## config.mk

```make
export PLATFORM = sky130hd
export DESIGN_NAME = div_ctrl
export DESIGN_NICKNAME = d
export VERILOG_FILES = /design/src/rtl/div_ctrl_pkg.sv /design/src/rtl/div_sign_fix.sv /design/src/rtl/div_ctrl.sv
export SDC_FILE = /design/constraint.sdc
export NUM_CORES = 1
export LEC_CHECK = 0
export ABC_AREA = 1
export CORE_MARGIN = 10
export CORE_UTILIZATION = 55
export CTS_BUF_LIST = sky130_fd_sc_hd__clkbuf_8
export CTS_CLUSTER_SIZE = 25
export DETAILED_ROUTE_END_ITERATION = 6
export GPL_ROUTABILITY_DRIVEN = 0
export GPL_TIMING_DRIVEN = 0
export PLACE_DENSITY = 0.89
export SLEW_MARGIN = 40
export SYNTH_ARGS = -nofsm -noshare
export SYNTH_HDL_FRONTEND = slang
export SYNTH_HIERARCHICAL = 1
export SYNTH_SLANG_ARGS = --single-unit
```

## constraint.sdc

```tcl
create_clock -name clk -period 4.7 [get_ports clk]
set_clock_uncertainty 0.1 [all_clocks]
set_input_delay 0.705 -clock clk [delete_from_list [all_inputs] [get_ports clk]]
set_output_delay 0.705 -clock clk [all_outputs]
set_load 0.05 [all_outputs]
```

## src/rtl/div_ctrl_pkg.sv

```systemverilog
// Shared types and constants for the divide request controller.
package div_ctrl_pkg;

  typedef enum logic [1:0] {
    OP_DIV  = 2'd0,
    OP_DIVU = 2'd1,
    OP_REM  = 2'd2,
    OP_REMU = 2'd3
  } div_op_t;

  typedef enum logic [2:0] {
    ST_IDLE  = 3'd0,
    ST_ISSUE = 3'd1,
    ST_WAIT  = 3'd2,
    ST_DRAIN = 3'd3,
    ST_RESP  = 3'd4
  } div_state_t;

  localparam logic [31:0] INT_MIN = 32'h8000_0000;
  localparam logic [31:0] NEG_ONE = 32'hFFFF_FFFF;

  // Core result layout: {rem, quo}
  localparam int REM_HI = 63;
  localparam int REM_LO = 32;

  function automatic logic op_signed(div_op_t op);
    return (op == OP_DIV) || (op == OP_REM);
  endfunction

  function automatic logic op_rem(div_op_t op);
    return (op == OP_REM) || (op == OP_REMU);
  endfunction

endpackage

```

## src/rtl/div_sign_fix.sv

```systemverilog
// Selects quotient or remainder from the unsigned core result and restores
// the sign. Sign flags arrive pre-qualified (already zero for unsigned ops).
module div_sign_fix
  import div_ctrl_pkg::*;
(
  input  logic [63:0] dv_c_i,
  input  div_op_t     op_i,
  input  logic        a_neg_i,
  input  logic        b_neg_i,
  output logic [31:0] res_o
);

  logic [31:0] quo, rem;

  assign quo = dv_c_i[31:0];
  assign rem = dv_c_i[REM_HI:REM_LO];

  // Remainder follows the dividend sign; quotient is negative on sign mismatch
  always_comb begin
    if (op_rem(op_i)) res_o = a_neg_i ? (~rem + 32'd1) : rem;
    else              res_o = (a_neg_i ^ b_neg_i) ? (~quo + 32'd1) : quo;
  end

endmodule

```

## src/rtl/div_ctrl.sv

```systemverilog
// Request-side controller for the iterative unsigned divider core. Handles
// divide-by-zero and signed overflow locally, otherwise issues magnitudes to
// the core and sign-corrects the captured result.
module div_ctrl
  import div_ctrl_pkg::*;
(
  input  logic        clk,
  input  logic        resetn,
  input  logic        flush,
  input  logic        req_valid,
  output logic        req_ready,
  input  div_op_t     req_op,
  input  logic [31:0] req_a,
  input  logic [31:0] req_b,
  output logic        resp_valid,
  input  logic        resp_ready,
  output logic [31:0] resp_data,
  output logic        dv_valid,
  output logic [31:0] dv_a,
  output logic [31:0] dv_b,
  input  logic        dv_done,
  input  logic [63:0] dv_c
);

  div_state_t  state_q, state_d;
  div_op_t     op_q, op_d;
  logic        a_neg_q, a_neg_d, b_neg_q, b_neg_d;
  logic        resp_valid_q, resp_valid_d;
  logic [31:0] resp_data_q, resp_data_d;
  logic        dv_valid_q, dv_valid_d;
  logic [31:0] dv_a_q, dv_a_d, dv_b_q, dv_b_d;

  logic        accept, req_sgn, req_a_neg, req_b_neg, b_zero, ovf;
  logic [31:0] mag_a, mag_b, spec_res, fix_res;

  assign req_ready = (state_q == ST_IDLE) && !flush && resetn;
  assign accept    = req_valid && req_ready;

  assign req_sgn   = op_signed(req_op);
  assign req_a_neg = req_sgn && req_a[31];
  assign req_b_neg = req_sgn && req_b[31];
  assign mag_a     = req_a_neg ? (~req_a + 32'd1) : req_a;
  assign mag_b     = req_b_neg ? (~req_b + 32'd1) : req_b;
  assign b_zero    = (req_b == 32'd0);
  assign ovf       = req_sgn && (req_a == INT_MIN) && (req_b == NEG_ONE);

  // Locally resolved results; divide-by-zero takes precedence over overflow
  assign spec_res = b_zero ? (op_rem(req_op) ? req_a : NEG_ONE)
                           : (op_rem(req_op) ? 32'd0 : INT_MIN);

  div_sign_fix u_fix (
    .dv_c_i  (dv_c),
    .op_i    (op_q),
    .a_neg_i (a_neg_q),
    .b_neg_i (b_neg_q),
    .res_o   (fix_res)
  );

  // A flush in the issue cycle must keep the core from starting, so the
  // registered start pulse is gated by it.
  assign dv_valid   = dv_valid_q && !flush;
  assign dv_a       = dv_a_q;
  assign dv_b       = dv_b_q;
  assign resp_valid = resp_valid_q;
  assign resp_data  = resp_data_q;

  // Next-state and output-register decode
  always_comb begin
    state_d      = state_q;
    op_d         = op_q;
    a_neg_d      = a_neg_q;
    b_neg_d      = b_neg_q;
    resp_valid_d = resp_valid_q;
    resp_data_d  = resp_data_q;
    dv_valid_d   = 1'b0;
    dv_a_d       = dv_a_q;
    dv_b_d       = dv_b_q;
    case (state_q)
      ST_IDLE: begin
        if (accept) begin
          op_d    = req_op;
          a_neg_d = req_a_neg;
          b_neg_d = req_b_neg;
          if (b_zero || ovf) begin
            resp_data_d  = spec_res;
            resp_valid_d = 1'b1;
            state_d      = ST_RESP;
          end else begin
            dv_a_d     = mag_a;
            dv_b_d     = mag_b;
            dv_valid_d = 1'b1;
            state_d    = ST_ISSUE;
          end
        end
      end
      ST_ISSUE: state_d = flush ? ST_IDLE : ST_WAIT;
      ST_WAIT: begin
        // Core cannot be aborted: a flushed op still has to be drained
        if (flush) begin
          state_d = ST_DRAIN;
        end else if (dv_done) begin
          resp_data_d  = fix_res;
          resp_valid_d = 1'b1;
          state_d      = ST_RESP;
        end
      end
      ST_DRAIN: if (dv_done) state_d = ST_IDLE;
      ST_RESP: begin
        if (resp_ready || flush) begin
          resp_valid_d = 1'b0;
          state_d      = ST_IDLE;
        end
      end
      default: state_d = ST_IDLE;
    endcase
  end

  // State and registered outputs, synchronous active-low reset
  always_ff @(posedge clk) begin
    if (!resetn) begin
      state_q      <= ST_IDLE;
      op_q         <= OP_DIV;
      a_neg_q      <= 1'b0;
      b_neg_q      <= 1'b0;
      resp_valid_q <= 1'b0;
      resp_data_q  <= 32'd0;
      dv_valid_q   <= 1'b0;
      dv_a_q       <= 32'd0;
      dv_b_q       <= 32'd0;
    end else begin
      state_q      <= state_d;
      op_q         <= op_d;
      a_neg_q      <= a_neg_d;
      b_neg_q      <= b_neg_d;
      resp_valid_q <= resp_valid_d;
      resp_data_q  <= resp_data_d;
      dv_valid_q   <= dv_valid_d;
      dv_a_q       <= dv_a_d;
      dv_b_q       <= dv_b_d;
    end
  end

endmodule
```

==> flow_metrics.py, run 1 <==
metrics = {
    "outcome": {
        "outcome": "finished, violations left",
        "violations": "design-rule violations",
    },
    "synth": {
        "synth_warnings": 6,
        "syn-instance-count": 1599,
        "syn_area_per_cell_um2": 5.57,
        "synth_fp_nets": 1740,
        "syn_area_mm2": 0.00891,
    },
    "clocking": {
        "cts_made_buffers": 9,
        "ctsResizeCount": 0,
        "clk_path_buf_depth": 2,
        "clock-sinks": 104,
        "cts-root-buf": "clkbuf_8",
        "htree_levels": 3,
        "post-cts-setup-buffers": 0,
        "cts.clk_slew.worst_paths_ns": 0.10,
        "clock_latency_ns": 0.40,
        "cts_hold_buffers": 0,
        "cts_tree": "yes",
    },
    "setup_path": {
        "crit_fanout": 7,
        "crit_arrival_ns": 2.35,
        "endpoint_kind": "primary output",
        "required_ns": 3.89,
        "r2r_cells": 12,
        "cpPeakStageDelay_ns": 0.85,
        "path_class": "in -> out",
        "start_kind": "input pin",
        "path_cells": "clkdlybuf4s50_1 -> nor3_2 -> clkdlybuf4s50_1",
        "crit_top_cell": "clkdlybuf4s50_1",
        "cpMaxStageDelayCell": "clkdlybuf4s50_1",
    },
    "die": {
        "io_pins": 235,
        "core-area_mm2": 0.0159,
        "initial_core_util": 0.561,
        "dieArea_mm2": 0.0217,
        "die_w_um": 147,
        "die_h_um": 147,
        "placementRows": 46,
    },
    "route": {
        "drt_iter0_markers": 1450,
        "drc": 6,
        "wire_per_inst_um": 17.1,
        "routed_wl_um": 35300,
        "drt-vias-per-instance": 5.62,
        "vias": 11600,
        "drt-pass1-iter-count": 7,
        "postRouteAntennaNets": 0,
    },
    "pwr": {
        "powerDensity_mw_per_mm2": 279,
        "power_w": 0.00327,
        "ir_drop_v": 0.000215,
        "p_leak_nw": 5.23,
    },
    "sta": {
        "timing_worst_slew_pin_value_ns": 0.596,
        "tns_ns": 0,
        "period_share": 0.671,
        "hold_viol": 0,
        "holdWs_ns": 0.355,
        "fmax_mhz": 317,
        "rsz0062_at_grt": "false",
        "drv_slew": 0,
        "finalSetupViolCount": 0,
        "max_slew_margin": 0.599,
        "min_period_ns": 3.15,
    },
    "global_routing": {
        "grt_overflow": 0,
        "track_usage": 0.311,
        "grt_pass1_wl_um": 55200,
        "antenna_found_initial": 2,
        "grt_pass1_vias": 10400,
        "grt_start_max_net_pins": 17,
    },
    "placed_design": {
        "io_buffers": 233,
        "dpl_cell_area_mm2": 0.0115,
        "hpwl_um": 28900,
    },
    "min_path": {
        "hold_class": "reg -> reg",
        "hold_path_depth": 2,
    },
    "finish": {
        "area_growth_pct": 31.4,
        "layout-drive-gt1-share": 0.0531,
        "fin_area_mm2": 0.0117,
        "nFillCells": 1428,
        "nets": 1984,
        "postLayoutCoreUtil": 0.737,
    },
    "run": {
        "maxCapViolations": 0,
    },
}
## registers in the layout, indices dropped and copies added (netlist names)
register / count
dv_valid_q: 1
dv_b: 32
b_neg_q: 1
dv_a: 32
a_neg_q: 1
resp_valid: 1
state_q: 3
op_q: 1
resp_data: 32
## critical path, delay by kind of cell
family,cells,cell delay (ns)
buffers and inverters,2,1.39
and+or+nand+nor,1,0.25
## metrics by stage
step                      std cells  worst slack [ns]
after floorplan                1599              1.97
final                          2065              1.55
after global placement         2048              1.42
after detailed placement       2048              1.41
after CTS                      2063              1.54
after global routing           2065              1.49
## cells in the final DEF, fill, tap and decap left out, types with 5 or more instances in the layout
cell and n:
o22ai_1 33, o21ai_1 6, xor2_1 28, nand3b_1 7
inv_1 192, nand2_1 444, ha_1 5, inv_2 7
dfxtp_1 104, nand3_1 168, clkdlybuf4s50_1 233, nor2_2 7
a21oi_1 84, buf_4 9, clkbuf_1 15, buf_1 6
o21ai_0 79, nand4_1 30, buf_6 7, clkbuf_8 9
nor3_1 7, nor2_1 286, o21ai_2 7, buf_2 24
nand2_2 5
## power by group
part,internal (W),switching (W)
registers,0.000970,0.0000515
logic,0.000561,0.00113
clock network,0.000242,0.000317
## cell type report
| type | count | area [um^2] | share of cell area |
|---|---|---|---|
| multi-input combinational | 1235 | 5730 | 0.490 |
| clock inverter | 6 | 62.6 | 0.00535 |
| inverter | 199 | 749 | 0.0641 |
| timing repair buffer | 233 | 2330 | 0.199 |
| tap | 216 | 270 | 0.0231 |
| clock buffer | 9 | 124 | 0.0106 |
| buffer | 61 | 345 | 0.0295 |
| sequential | 104 | 2080 | 0.178 |
| antenna | 2 | 5.00 | 0.000428 |
## path summary, 6_finish.rpt
path,from,slack (ns),end
max,flush,1.55,req_ready
min,resp_valid$_SDFFE_PN0P_,0.35,resp_valid$_SDFFE_PN0P_
max reg2reg,a_neg_q$_SDFFE_PN0P_,2.32,resp_data[14]$_SDFFE_PN0P_
min reg2reg,resp_valid$_SDFFE_PN0P_,0.35,resp_valid$_SDFFE_PN0P_
## metal layers
metal	vias up	wire length, um	global-route usage
li1	5611	-	-
met3	127	4610	0.0869
met5	-	0	0
met2	747	15300	0.479
met4	0	1790	0.141
met1	5110	13600	0.396
Power figures use the tool's default switching activity.
==> run 2, diff against run 1 <==
- CORE_UTILIZATION: 55 -> 46
- PLACE_DENSITY: 0.89 -> 0.79
- clock period: 4.7 -> 2.9 ns (I/O delays scaled with it)
==> run 2 against run 1 <==
Effect of this change: via count shrank 0.52%; clock power grew 71%; non-clock buffer count is the same; sequential share of layout area shrank 0.11 points; critical path depth grew 11; design area grew 0.62%; global-route usage shrank 4.0 points; final cell count grew 2.2%; largest cell class unchanged; the flow still finishes with violations (design-rule violations); die area grew 17%; hold slack lost 0.0044 ns; register-to-register slack lost 1.8 ns.
==> flow_metrics.py, run 2 (synthesized netlist as in run 1, its figures left out) <==
metrics = {
    "outcome": {
        "outcome": "finished, violations left",
        "violations": "design-rule violations",
    },
    "clocking": {
        "cts_made_buffers": 9,
        "htree_levels": 3,
        "clk_path_buf_depth": 2,
        "clock_latency_ns": 0.40,
        "cts_tree": "yes",
        "clock-sinks": 104,
        "cts_hold_buffers": 0,
        "cts.clk_slew.worst_paths_ns": 0.10,
        "cts-root-buf": "clkbuf_8",
    },
    "route": {
        "drt-pass1-iter-count": 7,
        "drt_iter0_markers": 1160,
        "routed_wl_um": 36300,
        "postRouteAntennaNets": 0,
        "drc": 11,
        "wire_per_inst_um": 17.2,
        "vias": 11500,
        "drt-vias-per-instance": 5.46,
    },
    "finish": {
        "seqCellArea_mm2": 0.00208,
        "nFillCells": 1878,
        "layout-drive-gt1-share": 0.0552,
        "final_cell_mix": "nand2_1, nor2_1, clkdlybuf4s50_1, inv_1, nand3_1",
        "nets": 1984,
        "multiInputGateArea_mm2": 0.00573,
        "area_growth_pct": 32.2,
        "final_common_cell": "nand2_1",
    },
    "global_routing": {
        "grt_pass1_vias": 10600,
        "track_usage": 0.271,
        "antenna_found_initial": 4,
        "grt_start_max_net_pins": 19,
        "grt_pass1_wl_um": 56500,
        "grt_overflow": 0,
    },
    "sta": {
        "fmax_mhz": 370,
        "setup_slack_ns": 0.201,
        "timing_worst_slew_pin_value_ns": 0.636,
        "rsz0062_at_grt": "false",
        "max_slew_margin": 0.572,
        "holdWs_ns": 0.350,
        "period_share": 0.931,
        "min_period_ns": 2.70,
        "hold_viol": 0,
        "drv_slew": 0,
        "finalSetupViolCount": 0,
    },
    "setup_path": {
        "reg2reg_from": "a_neg_q$_SDFFE_PN0P_",
        "critPathLaunch": "req_a[0]",
        "required_ns": 3.07,
        "start_kind": "input pin",
        "crit_fanout": 10,
        "endpoint_kind": "flop",
        "crit_arrival_ns": 2.87,
        "rrSetupSlack_ns": 0.57,
        "path_class": "in -> reg",
    },
    "pwr": {
        "powerDensity_mw_per_mm2": 454,
        "p_leak_nw": 5.24,
        "ir_drop_v": 0.000344,
    },
    "placed_design": {
        "io_buffers": 233,
        "pre_cts_slack_ns": -0.152,
        "hpwl_um": 29700,
    },
    "die": {
        "io_pins": 235,
        "die_w_um": 159,
        "initial_core_util": 0.471,
        "dieArea_mm2": 0.0253,
        "placementRows": 50,
        "die_h_um": 159,
        "core-area_mm2": 0.0189,
    },
    "run": {
        "maxCapViolations": 0,
    },
    "min_path": {
        "hold_class": "reg -> reg",
        "worstHoldStart": "resp_valid$_SDFFE_PN0P_",
    },
}
[run 2: final cells by class]
| class | instances | area share |
|---|---|---|
| sequential | 104 | 0.177 |
| clock buffer | 9 | 0.0105 |
| buffer | 61 | 0.0293 |
| multi-input combinational | 1235 | 0.487 |
| timing repair buffer | 233 | 0.198 |
| tap | 260 | 0.0276 |
| clock inverter | 7 | 0.00638 |
| antenna | 3 | 0.000638 |
| inverter | 199 | 0.0637 |
[run 2: power breakdown]
group | switching [W] | internal (W)
Sequential | 0.0000856 | 0.00157
Combinational | 0.00182 | 0.000910
Clock | 0.000548 | 0.000409
Total | 0.00245 | 0.00289
[run 2: worst paths after layout]
check,end,cells after the start
worst max-delay path,dv_b[0]$_SDFFE_PN0P_,14
worst min-delay path,resp_valid$_SDFFE_PN0P_,2
worst max register to register,resp_data[26]$_SDFFE_PN0P_,13
worst min register to register,resp_valid$_SDFFE_PN0P_,2
[run 2: timing repair]
| action | CTS | global route |
|---|---|---|
| setup buffers | 0 | 0 |
| endpoints found under the hold margin | 0 | 0 |
| resized for setup | 0 | 1 |
| endpoints found under the setup margin | 0 | 1 |
[run 2: worst max-delay path, cell delays in order]
cell and delay (ns):
clkdlybuf4s50_1 0.55, inv_1 0.14, ha_1 0.18, nand3_1 0.21, nor2_2 0.21, nand3_1 0.12
nor2_2 0.18, nand2_2 0.14, nand3_4 0.18, inv_2 0.07, buf_6 0.15, buf_4 0.17
nand2_1 0.07, a21oi_1 0.06
[run 2: layer usage]
metal | vias up | routed length (um) | global-route usage
li1 | 5591 | - | -
met1 | 5166 | 14700 | 0.347
met2 | 675 | 15900 | 0.422
met3 | 101 | 4400 | 0.0695
met4 | 2 | 1330 | 0.116
met5 | - | 17 | 0
[run 2: through the flow]
step	TNS, ns	area (um^2)	std cells	power [W]	util
finish	0	11800	2111	0.00534	0.623
global route	0	11800	2111	0.00562	0.623
CTS	0	11800	2108	0.00528	0.623
detailed placement	-7.08	11600	2092	0.00434	0.612
global placement	-3.08	11600	2092	0.00430	0.612
floorplan	0	8910	1599	0.00338	-
==> run 3, diff against run 2 <==
- ABC_CLOCK_PERIOD_IN_PS: unset -> 2900
==> results of run 3 <==
Same layout as run 2: the final DEF is identical, and so are final timing and power.
